**config.mk**
```make
export PLATFORM = sky130hd
export DESIGN_NAME = clk_div_ctrl
export DESIGN_NICKNAME = d
export VERILOG_FILES = /design/src/rtl/clk_div_pkg.sv /design/src/rtl/clk_div_core.sv /design/src/rtl/clk_div_ctrl.sv
export SDC_FILE = /design/constraint.sdc
export NUM_CORES = 1
export LEC_CHECK = 0
export ABC_AREA = 1
export BUFFER_PORTS_ARGS = -buffer_cell sky130_fd_sc_hd__buf_4
export CORE_MARGIN = 3
export CORE_UTILIZATION = 30
export CTS_CLUSTER_SIZE = 40
export DETAILED_ROUTE_END_ITERATION = 10
export PLACE_DENSITY = 0.54
export SLEW_MARGIN = 20
export SYNTH_ARGS = -nofsm -noshare
export SYNTH_HDL_FRONTEND = slang
export SYNTH_SLANG_ARGS = --single-unit
```
**constraint.sdc**
```tcl
create_clock -name clk_32m -period 1.7 [get_ports clk_32m]
set_input_delay 0.34 -clock clk_32m [delete_from_list [all_inputs] [get_ports clk_32m]]
set_output_delay 0.34 -clock clk_32m [all_outputs]
set_load 0.005 [all_outputs]
```
**src/rtl/clk_div_pkg.sv**
```systemverilog
// Shared definitions for the 32 MHz clock divider: FSM encoding and parameter defaults.
package clk_div_pkg;

    localparam int CNT_W_DEF    = 8;
    localparam int HALF_RST_DEF = 8;

    typedef enum logic [1:0] {
        ST_IDLE     = 2'b00,
        ST_RUN      = 2'b01,
        ST_STOPPING = 2'b10
    } state_e;

endpackage

```
**src/rtl/clk_div_core.sv**
```systemverilog
// Half-period counter and divided-clock toggle; ticks are registered on the toggling edge.
module clk_div_core
    import clk_div_pkg::*;
#(
    parameter int CNT_W = CNT_W_DEF
) (
    input  logic             clk_32m,
    input  logic             rst,
    input  logic             clear,
    input  logic             run,
    input  logic [CNT_W-1:0] half,
    output logic             wrap,
    output logic             div_clk,
    output logic             rise_tick,
    output logic             fall_tick
);

    localparam logic [CNT_W-1:0] CNT_ZERO = {CNT_W{1'b0}};
    localparam logic [CNT_W-1:0] CNT_ONE  = {{(CNT_W-1){1'b0}}, 1'b1};

    logic [CNT_W-1:0] cnt_r;
    logic             div_clk_r;
    logic             rise_tick_r;
    logic             fall_tick_r;
    logic             wrap_s;

    // half is never zero, so half-1 cannot underflow
    assign wrap_s = run && (cnt_r == (half - CNT_ONE));

    // Counter, divided clock and edge ticks
    always_ff @(posedge clk_32m) begin
        if (rst || clear || !run) begin
            cnt_r       <= CNT_ZERO;
            div_clk_r   <= 1'b0;
            rise_tick_r <= 1'b0;
            fall_tick_r <= 1'b0;
        end else if (wrap_s) begin
            cnt_r       <= CNT_ZERO;
            div_clk_r   <= ~div_clk_r;
            rise_tick_r <= ~div_clk_r;
            fall_tick_r <= div_clk_r;
        end else begin
            cnt_r       <= cnt_r + CNT_ONE;
            rise_tick_r <= 1'b0;
            fall_tick_r <= 1'b0;
        end
    end

    assign wrap      = wrap_s;
    assign div_clk   = div_clk_r;
    assign rise_tick = rise_tick_r;
    assign fall_tick = fall_tick_r;

endmodule

```
**src/rtl/clk_div_ctrl.sv**
```systemverilog
// Divided-clock controller: run/stop FSM and half-period config handshake around clk_div_core.
module clk_div_ctrl
    import clk_div_pkg::*;
#(
    parameter int CNT_W    = CNT_W_DEF,
    parameter int HALF_RST = HALF_RST_DEF
) (
    input  logic             clk_32m,
    input  logic             rst,
    input  logic             start,
    input  logic             stop,
    input  logic             cfg_valid,
    input  logic [CNT_W-1:0] cfg_half,
    output logic             cfg_ready,
    output logic             cfg_err,
    output logic             div_clk,
    output logic             rise_tick,
    output logic             fall_tick,
    output logic             busy
);

    localparam logic [CNT_W-1:0] HALF_RST_V = CNT_W'(HALF_RST);
    localparam logic [CNT_W-1:0] CNT_ZERO   = {CNT_W{1'b0}};

    state_e           state_r;
    state_e           state_nxt_s;
    logic [CNT_W-1:0] half_active_r;
    logic [CNT_W-1:0] half_pend_r;
    logic             pend_flag_r;
    logic             cfg_err_r;

    logic             core_clear_s;
    logic             core_run_s;
    logic             core_wrap_s;
    logic             div_clk_s;
    logic             accept_s;
    logic             cfg_zero_s;
    logic             rise_edge_s;
    logic             idle_entry_s;

    assign accept_s   = cfg_valid && !pend_flag_r;
    assign cfg_zero_s = (cfg_half == CNT_ZERO);

    // Next-state logic and core control
    always_comb begin
        state_nxt_s  = state_r;
        core_run_s   = 1'b0;
        core_clear_s = 1'b0;
        case (state_r)
            ST_IDLE: begin
                core_clear_s = 1'b1;
                if (start) begin
                    state_nxt_s = ST_RUN;
                end else begin
                    state_nxt_s = ST_IDLE;
                end
            end
            ST_RUN: begin
                core_run_s = 1'b1;
                if (stop && !div_clk_s) begin
                    // low phase is cut short; no fall tick is produced
                    core_clear_s = 1'b1;
                    state_nxt_s  = ST_IDLE;
                end else if (stop && core_wrap_s) begin
                    state_nxt_s = ST_IDLE;
                end else if (stop) begin
                    state_nxt_s = ST_STOPPING;
                end else begin
                    state_nxt_s = ST_RUN;
                end
            end
            ST_STOPPING: begin
                core_run_s = 1'b1;
                if (core_wrap_s) begin
                    state_nxt_s = ST_IDLE;
                end else begin
                    state_nxt_s = ST_STOPPING;
                end
            end
            default: begin
                core_clear_s = 1'b1;
                state_nxt_s  = ST_IDLE;
            end
        endcase
    end

    assign rise_edge_s  = core_run_s && !core_clear_s && core_wrap_s && !div_clk_s;
    assign idle_entry_s = (state_r != ST_IDLE) && (state_nxt_s == ST_IDLE);

    // FSM state register
    always_ff @(posedge clk_32m) begin
        if (rst) begin
            state_r <= ST_IDLE;
        end else begin
            state_r <= state_nxt_s;
        end
    end

    // Config handshake: immediate load in IDLE, otherwise deferred to a period boundary
    always_ff @(posedge clk_32m) begin
        if (rst) begin
            half_active_r <= HALF_RST_V;
            half_pend_r   <= HALF_RST_V;
            pend_flag_r   <= 1'b0;
            cfg_err_r     <= 1'b0;
        end else begin
            cfg_err_r <= accept_s && cfg_zero_s;
            if (accept_s && !cfg_zero_s && (state_r == ST_IDLE)) begin
                half_active_r <= cfg_half;
            end else if (pend_flag_r && (rise_edge_s || idle_entry_s)) begin
                half_active_r <= half_pend_r;
                pend_flag_r   <= 1'b0;
            end else if (accept_s && !cfg_zero_s) begin
                half_pend_r <= cfg_half;
                pend_flag_r <= 1'b1;
            end
        end
    end

    clk_div_core #(
        .CNT_W (CNT_W)
    ) u_core (
        .clk_32m   (clk_32m),
        .rst       (rst),
        .clear     (core_clear_s),
        .run       (core_run_s),
        .half      (half_active_r),
        .wrap      (core_wrap_s),
        .div_clk   (div_clk_s),
        .rise_tick (rise_tick),
        .fall_tick (fall_tick)
    );

    assign div_clk   = div_clk_s;
    assign cfg_ready = ~pend_flag_r;
    assign cfg_err   = cfg_err_r;
    assign busy      = (state_r != ST_IDLE);

endmodule

```
**Word level (Yosys, flattened, before mapping)**

Cells that the tools add are included.

- RAM bits: 0
- Output and inout port bits: 6
- Logic and storage cells: 63
- Latch bits: 0
- ROM bits: 0
- Memories kept: 0
- Register bits: 31
- Input port bits: 13

- Shift operators: 0
- Reduce and logical (&&, ||, !) cells: 31
- $add $sub $neg: 2
- Equal/unequal tests: 3
- Bitwise operators: 5
- Multipliers: 0
- Divide/modulo/power cells: 0
- Mux-type cells: 13
- Magnitude comparators: 0

Operators with widths:

| cell | count |
|---|---|
| $mux 8 | 2 |
| $logic_and 1x1->1 | 12 |
| $add 8x1->8 const B | 1 |
| $eq 8x8->1 | 1 |
| $logic_not 8->1 | 1 |
| $mux 2 | 4 |
| $sub 8x1->8 const B | 1 |
| $pmux 2 s3 | 1 |
| $reduce_bool 2->1 | 3 |
| $reduce_or 2->1 | 3 |
| $logic_not 1->1 | 5 |
| $mux 1 | 5 |
| $not 1->1 | 5 |
| $logic_not 2->1 | 2 |
| $logic_or 1x1->1 | 3 |
| $reduce_and 3->1 | 1 |
| $eq 2x1->1 const B | 1 |
| $eq 2x2->1 const B | 1 |
| $pmux 1 s2 | 1 |
| $reduce_and 2->1 | 1 |

**Depth between registers and ports, before layout**

Gate-level depths: netlist of the first run.

- Depth after elaboration: 14
- Gate-level depth with buffers: 17
- Gate-level depth less buffers: 16

**Modules after synthesis**

Synthesis of the first run repeated with hierarchy kept, for this count alone.

- Cell total of the unflattened synthesis: 279
- Area, all modules: 2011.9 um^2

By module, submodules not included:

| module | seq. area each (um^2) | times used | area an instance (um^2) | cells each |
|---|---|---|---|---|
| clk_div_ctrl | 400.4 | 1 | 1178.6 | 158 |
| clk_div_core | 220.2 | 1 | 833.3 | 121 |

**Worst setup path before layout of the first run**

Ideal clock, no wire load.

- Path type: register to register
- Start point: register half_active_r[0]
- End point: register half_active_r[0]
- Data required time: 1.587 ns
- Arrival: 1.787 ns
- Stages on the path, launching flop included: 17
- Slack: -0.200 ns
- Path buffers: 1
- Path through: dfxtp_1 > inv_2 > ha_1 > inv_1 > nand2_1 > nand3_1 > nor2_1 > nand2_1 > nor2_1 > nand3_2 > nand2_2 > nand2_2 > nand2_2 > nand2_4 > buf_8 > a21oi_2 > nor2_1

- Word-level cells in the longest chain between the ends: 12
- Elaborated cells on any way between the ends: 15
- Those cells by class: add/sub: 1; eq/ne: 1; mux: 4; reduce/logical: 9

RTL lines:

| what | RTL line | source |
|---|---|---|
| from (decl) | clk_div_ctrl.sv:27 | `logic [CNT_W-1:0] half_active_r;` |
| from (signal assigned) | clk_div_ctrl.sv:109 | `half_active_r <= cfg_half;` |
| from (signal assigned) | clk_div_ctrl.sv:111 | `half_active_r <= half_pend_r;` |
| $sub 8x1->8 * | clk_div_core.sv:28 | `assign wrap_s = run && (cnt_r == (half - CNT_ONE));` |
| $eq 8x8->1 * | clk_div_core.sv:28 |  |
| $logic_and 1x1->1 * | clk_div_core.sv:28 |  |
| $logic_and 1x1->1 | clk_div_ctrl.sv:64 | `end else if (stop && core_wrap_s) begin` |
| $mux 2 | clk_div_ctrl.sv:64 |  |
| $mux 2 | clk_div_ctrl.sv:60 | `if (stop && !div_clk_s) begin` |
| $pmux 2 s3 | clk_div_ctrl.sv:49 | `case (state_r)` |
| $logic_not 2->1 | clk_div_ctrl.sv:88 | `assign idle_entry_s = (state_r != ST_IDLE) && (state_nxt_s == ST_IDLE);` |
| $logic_and 1x1->1 | clk_div_ctrl.sv:88 |  |
| $logic_or 1x1->1 * | clk_div_ctrl.sv:110 | `end else if (pend_flag_r && (rise_edge_s \|\| idle_entry_s)) begin` |
| $logic_and 1x1->1 * | clk_div_ctrl.sv:110 |  |
| $reduce_bool 2->1 (no source line) * | n/a |  |

Every way passes the cells marked *; elsewhere a longest branch is shown, timed or not.
A chain may end at the register's enable or synchronous reset.

**Worst setup path after layout of the first run**

- Start point: register half_active_r[1]
- End point: register half_active_r[4]

Same word-level chain as after synthesis.

==> key figures, run 1 <==
Placed design
  – Placer's final routability congestion estimate: ~0.75
  – Place WS: -0.1794 ns
  – # port buffers: 18
  – Standard cell area after detailed placement: between 0.002 and 0.0025 mm2
  – Post-detail-place hpwl: approximately 3 mm
  – Cell total after placement: 380

Yosys
  – Sequential cell area fraction in the yosys report: around a third
  – Warnings from Yosys: 0
  – Mean cell area of the mapped netlist: about 6.7 um2
  – Synth Net Count: roughly 300
  – Cell area after technology mapping: about 0.0018 mm2
  – Number of cells produced by synthesis: around 280
  – Number of unique standard cell types used by synthesis: 29
  – Register bit count reported by yosys: 31

Critical path
  – Reg-to-reg slack, setup: -0.19 ns
  – Critical-path maximum fanout: 4
  – Nature of the critical path startpoint: register
  – CP Cell Sequence: inv_2 > ha_4 > inv_2 > nand2_2 > nand3_2 > nor2_1 > nand2_1 > nor2_2 > nand3_2 > nand2_2 > nand2_2 > nand2_4 > nand2_4 > a21oi_2 > nor2_1
  – Cell type of the slowest stage on the worst timing path: sky130_fd_sc_hd__dfxtp_2
  – Kind of end point of the critical path: register
  – Most used cell, CP: sky130_fd_sc_hd__nand2_2
  – Data required time at the worst endpoint: about 1.9 ns
  – Cell depth of the worst flop-to-flop path: 15
  – Longest individual stage delay on the worst path: 0.34 ns
  – Setup Crit Path Kind: register to register
  – Family with the most delay on the worst path: simple AND/OR/NAND/NOR gates
  – Arr. time, crit path: about 2.1 ns
  – Crit path buffers/inverters: 2
  – Number of stages on the worst setup path: 15

Timing
  – Worst hold margin: approximately 0.27 ns
  – Final worst clock skew: about 0.013 ns
  – Pins over their slew limit: 0
  – Final Setup Violations: 19
  – Ratio of final minimum period to clock period: 111.3%
  – Normalized max-slew margin: ~62%
  – Transition time of the tightest slew-check pin: between 0.5 and 0.6 ns
  – Final worst-path setup slack: -0.1926 ns
  – RSZ-0062 raised after global routing: yes
  – Fin. Hold Viols: 0
  – Post-layout minimum cycle time: around 1.9 ns
  – Fin Setup TNS: -2.159 ns
  – Fmax: around 530 MHz

Route
  – Via-per-instance ratio: between 4 and 5
  – Detailed-router iteration count before antenna repair: 5
  – Antenna viol nets, final: 0
  – Final routed wire length divided by cell count: about 11 um
  – DRC violations left: 0
  – Total Wirelength: 4.253 mm
  – Via count: approximately 1.8k
  – Initial DRC count: 46

Final layout
  – Final core utilization: 43.74%
  – Fraction of layout cells with a size suffix above 1: between 30 and 40%
  – Number of antenna cells inserted: 0
  – Post-layout nets: 340
  – Number of standard cells in the final layout excluding fillers: between 300 and 400
  – Most common cell after layout, fill and taps aside: sky130_fd_sc_hd__nand2_1
  – Area delta synth->final: 35.87%
  – Fin area: between 0.002 and 0.0025 mm2
  – Most frequent cells in the layout: 63 x sky130_fd_sc_hd__nand2_1, 39 x sky130_fd_sc_hd__buf_4, 32 x sky130_fd_sc_hd__nor2_1

Floorplan
  – Placeable core region: between 0.005 and 0.006 mm2
  – Vertical die dimension: 84.28 um
  – Floorplan die width: ~84 um
  – Overall die area: ~0.007 mm2
  – Number of core rows: 27
  – Initial cell density of the core: between 30% and 40%
  – Ports: 19

Global route
  – Pin count of the biggest net entering global routing: 33
  – GRT Resource Usage Total: between 10% and 20%
  – Wire length of the first global-routing pass: between 7 and 8 mm
  – Via count of the first global-routing pass: ~1.6k
  – Antenna violations before repair: 0
  – Overall overflow remaining after global route: 0

Job
  – Maximum Capacitance Violations: 0

CTS
  – Maximum level of the CTS H-tree: 2
  – Number of buffers created by CTS: 5
  – Clock transition at the registers of the reported paths: roughly 0.080 ns
  – Clock Root Buffer: sky130_fd_sc_hd__clkbuf_8
  – TritonCTS Sinks: 31
  – Number of hold buffers added after CTS: 0
  – Maximum buffer depth of the clock tree: 2
  – TritonCTS clock tree: built
  – Later-pin clock latency in the skew report: 0.29 ns

Pwr
  – Power spent charging and discharging nets: roughly 0.58 mW
  – Max VDD drop: ~630 uV
  – Switching power share of the total: 29.33%
  – Comb power frac: a little over a fifth
  – Power per unit of standard cell area: just under 800 mW/mm2
  – Internal power summed over all cells: approximately 1.4 mW
  – Sequential power share: between 40% and 50%
  – Total leakage power: ~1.2 nW
  – Power consumption: just under 2 mW
  – Part of the total power dissipated in the clock network: a little under two fifths

Worst hold path
  – Min-Delay Path Depth: 2
  – Type of the worst min-delay path: primary input to register

Status
  – Failing checks: setup timing
  – Run status: complete, but fails checks
[power by group through the flow]
stage	Clock [mW]	Combinational, mW	Sequential (mW)
final	0.743	0.430	0.797
after global routing	0.783	0.488	0.802
after CTS	0.758	0.421	0.794
after detailed placement	0	0.402	0.808
after global placement	0	0.401	0.807
after floorplan	0	0.282	0.803
[layout make-up]
type	instances	area (um2)
Clock buffer	5	68.82
Clock inverter	3	43.79
Fill cell	603	3212
Inverter	40	152.6
Multi-Input combinational cell	200	1144
Sequential cell	31	626.9
Tap cell	72	90.09
Timing Repair Buffer	43	371.6
[cell families (layout without fill, tap and decap cells)]
kind of cell | count (synthesis) | in the layout | synth area share [%]
buf+inv | 47 | 91 | 10.55
simple gates | 144 | 146 | 34.31
flops | 31 | 31 | 33.76
xor+xnor | 11 | 11 | 5.242
fa+ha+maj | 6 | 6 | 4.084
compound gates | 37 | 37 | 12.05
[metal layers]
metal | global-route usage (%) | vias to the layer above | routed length, um
met5 | 0 | - | 0
met4 | 5.263 | 0 | 97
met3 | 3.533 | 9 | 148
met2 | 18.58 | 27 | 1828
met1 | 16.00 | 754 | 2179
li1 | - | 965 | -
[final timing paths]
path,from,endpoint
hold / removal,rst,state_r[1]
setup reg to reg,half_active_r[1],half_active_r[4]
setup / recovery,half_active_r[1],half_active_r[4]
hold reg to reg,half_pend_r[3],half_pend_r[3]
[Yosys cell counts, drive strengths merged]
master | instances | share of area (%)
nand4 | 2 | 0.68
xnor2 | 5 | 2.4
clkinv | 1 | 0.20
dfxtp | 31 | 34
a21oi | 19 | 6.8
o211ai | 1 | 0.41
clkbuf | 5 | 1.3
o21ai | 15 | 4.1
ha | 6 | 4.1
nor3 | 4 | 1.1
buf | 2 | 1.1
nor3b | 2 | 0.82
nor4 | 3 | 1.0
nand3 | 24 | 6.8
xor2 | 6 | 2.9
inv | 39 | 8.0
o22ai | 1 | 0.34
o21bai | 1 | 0.41
nand2 | 72 | 16
nor2 | 37 | 8.1
[sequential cells by signal, summed over array words and instances (netlist names)]
| register | cells |
|---|---|
| u_core.rise_tick | 1 |
| state_r | 2 |
| u_core.cnt_r | 8 |
| u_core.fall_tick | 1 |
| half_pend_r | 8 |
| u_core.div_clk | 1 |
| pend_flag_r | 1 |
| half_active_r | 8 |
| cfg_err | 1 |
[timing repair]
| item | CTS | global route |
|---|---|---|
| gates resized for setup | 14 | 7 |
| buffers inserted | 2 | 1 |
| cloned | 2 | 1 |
| pin swaps | 2 | 3 |
| hold endpoints to repair | 0 | 0 |
| setup endpoints to repair | 19 | 20 |
No activity file was read; power rests on OpenSTA's default activity.
==> inputs of run 2 (changes only) <==
ABC_AREA = not set   (was 1)
==> run 2 against run 1 <==
Net effect:
- the flow still finishes with violations (setup timing)
- global-route usage increased by 0.69 points
- area after synthesis down 11%
- clock power fell by 26%
- sequential cell count is the same
- clock skew decreased by 0.011 ns
- hold slack gained 0.025 ns
- cell area down 6.9%
- wire length is 16% lower
- total power is 17% lower
==> key figures, run 2 <==
Pwr
  – Power per unit of standard cell area: roughly 700 mW/mm2
  – Part of the total power dissipated in the clock network: around a third
  – Comb power frac: about a fifth
  – Power consumption: approximately 1.6 mW
  – Internal power summed over all cells: approximately 1.2 mW
  – Total leakage power: approximately 0.98 nW
  – Switching power share of the total: ~26%
  – Power spent charging and discharging nets: 0.4205 mW
  – Max VDD drop: between 300 and 400 uV
  – Sequential power share: 47.5%

Critical path
  – Cell type of the slowest stage on the worst timing path: sky130_fd_sc_hd__dfxtp_2
  – Cell depth of the worst flop-to-flop path: 8
  – Kind of end point of the critical path: register
  – Reg-to-reg critical path endpoint: half_active_r[3]
  – Nature of the critical path startpoint: register
  – Critical-path maximum fanout: 4
  – Setup Crit Path Kind: register to register
  – Longest individual stage delay on the worst path: between 0.3 and 0.4 ns
  – Data required time at the worst endpoint: about 1.9 ns
  – Worst setup path endpoint: half_active_r[3]
  – Start of the worst register-to-register path: half_active_r[2]
  – Arr. time, crit path: about 2.3 ns
  – Timing startpoint of the critical path: half_active_r[2]
  – CP Cell Sequence: buf_4 > nor3_2 > xnor2_2 > o2111ai_2 > a211oi_4 > o211a_1 > mux2_4 > a2bb2oi_2
  – Reg-to-reg slack, setup: -0.42 ns

Yosys
  – Mean cell area of the mapped netlist: roughly 9 um2
  – Warnings from Yosys: 0
  – Sequential cell area fraction in the yosys report: between 30% and 40%
  – Top flip-flop cell by instance count after synthesis: sky130_fd_sc_hd__dfxtp_1
  – Number of unique standard cell types used by synthesis: 39
  – Post-synthesis async set-or-reset flop share: 0%
  – Top post-synthesis cells by count: 31 x sky130_fd_sc_hd__dfxtp_1, 24 x sky130_fd_sc_hd__nor2_1, 14 x sky130_fd_sc_hd__mux2i_1
  – Fraction of synthesized cell area taken by the top area cell type: 37.89%
  – Number of cells produced by synthesis: roughly 180
  – Synth top area cells: sky130_fd_sc_hd__dfxtp_1 38%, sky130_fd_sc_hd__mux2i_1 8.6%, sky130_fd_sc_hd__nor2_1 5.5%
  – Most frequent cell after synthesis: sky130_fd_sc_hd__dfxtp_1
  – Dominant cell type by area after synthesis: sky130_fd_sc_hd__dfxtp_1
  – Synth Net Count: between 200 and 250
  – Register bit count reported by yosys: 31
  – Number of synthesized flops with an enable pin: 0
  – Cell area after technology mapping: 0.001638 mm2

Route
  – Detailed-router iteration count before antenna repair: 4
  – Total Wirelength: approximately 3.6 mm
  – Via-per-instance ratio: about 4.5
  – DRC violations left: 0
  – Antenna viol nets, final: 0
  – Initial DRC count: 83
  – Via count: about 1.4k
  – Final routed wire length divided by cell count: between 10 and 15 um

Placed design
  – Post-detail-place hpwl: around 2.8 mm
  – Standard cell area after detailed placement: approximately 0.0022 mm2
  – Cell total after placement: approximately 310
  – Place WS: -0.4300 ns
  – # port buffers: 18
  – Placer's final routability congestion estimate: between 0.7 and 0.8

Timing
  – Final worst-path setup slack: -0.4154 ns
  – Fin. Hold Viols: 0
  – RSZ-0062 raised after global routing: yes
  – Fmax: roughly 470 MHz
  – Pins over their slew limit: 0
  – Post-layout minimum cycle time: 2.115 ns
  – Final Setup Violations: 18
  – Normalized max-slew margin: between 60% and 70%
  – Final worst clock skew: about 0.0024 ns
  – Ratio of final minimum period to clock period: 124.4%
  – Transition time of the tightest slew-check pin: around 0.54 ns

CTS
  – TritonCTS Sinks: 31
  – Maximum buffer depth of the clock tree: 2
  – Number of buffers created by CTS: 5
  – Later-pin clock latency in the skew report: roughly 0.27 ns
  – Maximum level of the CTS H-tree: 2
  – TritonCTS clock tree: built
  – Clock Root Buffer: sky130_fd_sc_hd__clkbuf_8
  – Clock transition at the registers of the reported paths: 0.06 ns

Status
  – Failing checks: setup timing
  – Run status: complete, but fails checks

Floorplan
  – Initial cell density of the core: a little under a third
  – Floorplan die width: between 70 and 80 um
  – Vertical die dimension: about 80 um
  – Overall die area: approximately 0.0064 mm2
  – Ports: 19
  – Placeable core region: ~0.0052 mm2
  – Number of core rows: 26

Final layout
  – Final core utilization: between 40 and 50%
  – Number of antenna cells inserted: 0
  – Most common cell after layout, fill and taps aside: sky130_fd_sc_hd__buf_4
  – Post-layout nets: about 270
  – Registers with the most flip-flops: half_active_r (8), half_pend_r (8), u_core.cnt_r (8)
  – Number of standard cells in the final layout excluding fillers: ~320
  – Fin area: approximately 0.0023 mm2
  – Area delta synth->final: 42.02%
  – Fillers: between 500 and 600
  – Most frequent cells in the layout: 61 x sky130_fd_sc_hd__buf_4, 27 x sky130_fd_sc_hd__dfxtp_1, 24 x sky130_fd_sc_hd__nor2_1
  – Fraction of layout cells with a size suffix above 1: between 30% and 40%

Global route
  – Pin count of the biggest net entering global routing: 16
  – Antenna violations before repair: 0
  – GRT Resource Usage Total: around 13%
  – Via count of the first global-routing pass: about 1.4k
  – Overall overflow remaining after global route: 0
  – Wire length of the first global-routing pass: ~6.4 mm

Worst hold path
  – Type of the worst min-delay path: primary input to register
  – Min-Delay Path Depth: 3

Job
  – Maximum Capacitance Violations: 0
==> run 2: cells by family after synthesis <==
family | share of synthesized area, %
AND/OR/NAND/NOR | 20.02
AO/OA/AOI/OAI | 13.90
flip-flops | 37.89
buffers and inverters | 5.576
XOR/XNOR | 8.556
multiplexers | 9.472
adder cells (fa/ha/maj) | 4.584
==> run 2: area by class of cell <==
| class | instances | area [um2] | share of cell area (%) |
|---|---|---|---|
| Sequential cell | 31 | 625.6 | 26.90 |
| Timing Repair Buffer | 63 | 489.2 | 21.03 |
| Multi-Input combinational cell | 135 | 1005 | 43.20 |
| Tap cell | 70 | 87.58 | 3.765 |
| Clock buffer | 7 | 76.32 | 3.281 |
| Clock inverter | 1 | 5.005 | 0.2152 |
| Inverter | 10 | 37.54 | 1.614 |
==> run 2: metrics by stage <==
step	TNS, ns	hold WS (ns)
after CTS	-4.467	0.2825
after global placement	-5.649	0.4826
after global routing	-7.233	0.3161
after floorplan	-7.702	0.4171
after detailed placement	-6.365	0.4878
final	-4.809	0.2908
==> run 2: critical path, delay by kind of cell (launching register included) <==
kind	cells	cell delay (ns)
AO/OA/AOI/OAI	4	0.77
flip-flops	1	0.34
multiplexers	1	0.32
AND/OR/NAND/NOR	1	0.24
XOR/XNOR	1	0.16
buffers and inverters	1	0.15
==> run 2: what timing repair did <==
action / in CTS / in global routing
gates resized for setup: 7 / 5
pin swaps: 7 / 3
setup buffers: 0 / 1
setup endpoints to repair: 21 / 28
cloned: 0 / 0
hold buffers: 0 / 0
==> run 2: power by group through the flow <==
stage	Combinational (mW)	Sequential, mW	Clock, mW
2_1_floorplan	0.168	0.787	0
3_3_place_gp	0.289	0.787	0
3_5_place_dp	0.289	0.788	0
4_1_cts	0.296	0.775	0.569
5_1_grt	0.343	0.778	0.592
6_report	0.309	0.775	0.548
==> run 2: metal layers <==
layer  wire length, um  GRT usage, %  vias up  part of all wire [%]
li1                  -             -      754                     -
met1              1770         17.02      642                    49
met2              1631         19.29       18                    46
met3               136         3.499        2                   3.8
met4                44         6.081        0                   1.2
met5                 0             0        -                     0
==> run 2: worst min-delay path by stage <==
stage              startpoint               end  slack [ns]
2_1_floorplan             rst        state_r[1]        0.42
3_3_place_gp   half_pend_r[7]    half_pend_r[7]        0.48
3_5_place_dp   half_pend_r[7]    half_pend_r[7]        0.49
4_1_cts           cfg_half[2]  half_active_r[2]        0.28
5_1_grt           cfg_half[2]  half_active_r[2]        0.32
6_report          cfg_half[2]  half_active_r[2]        0.29
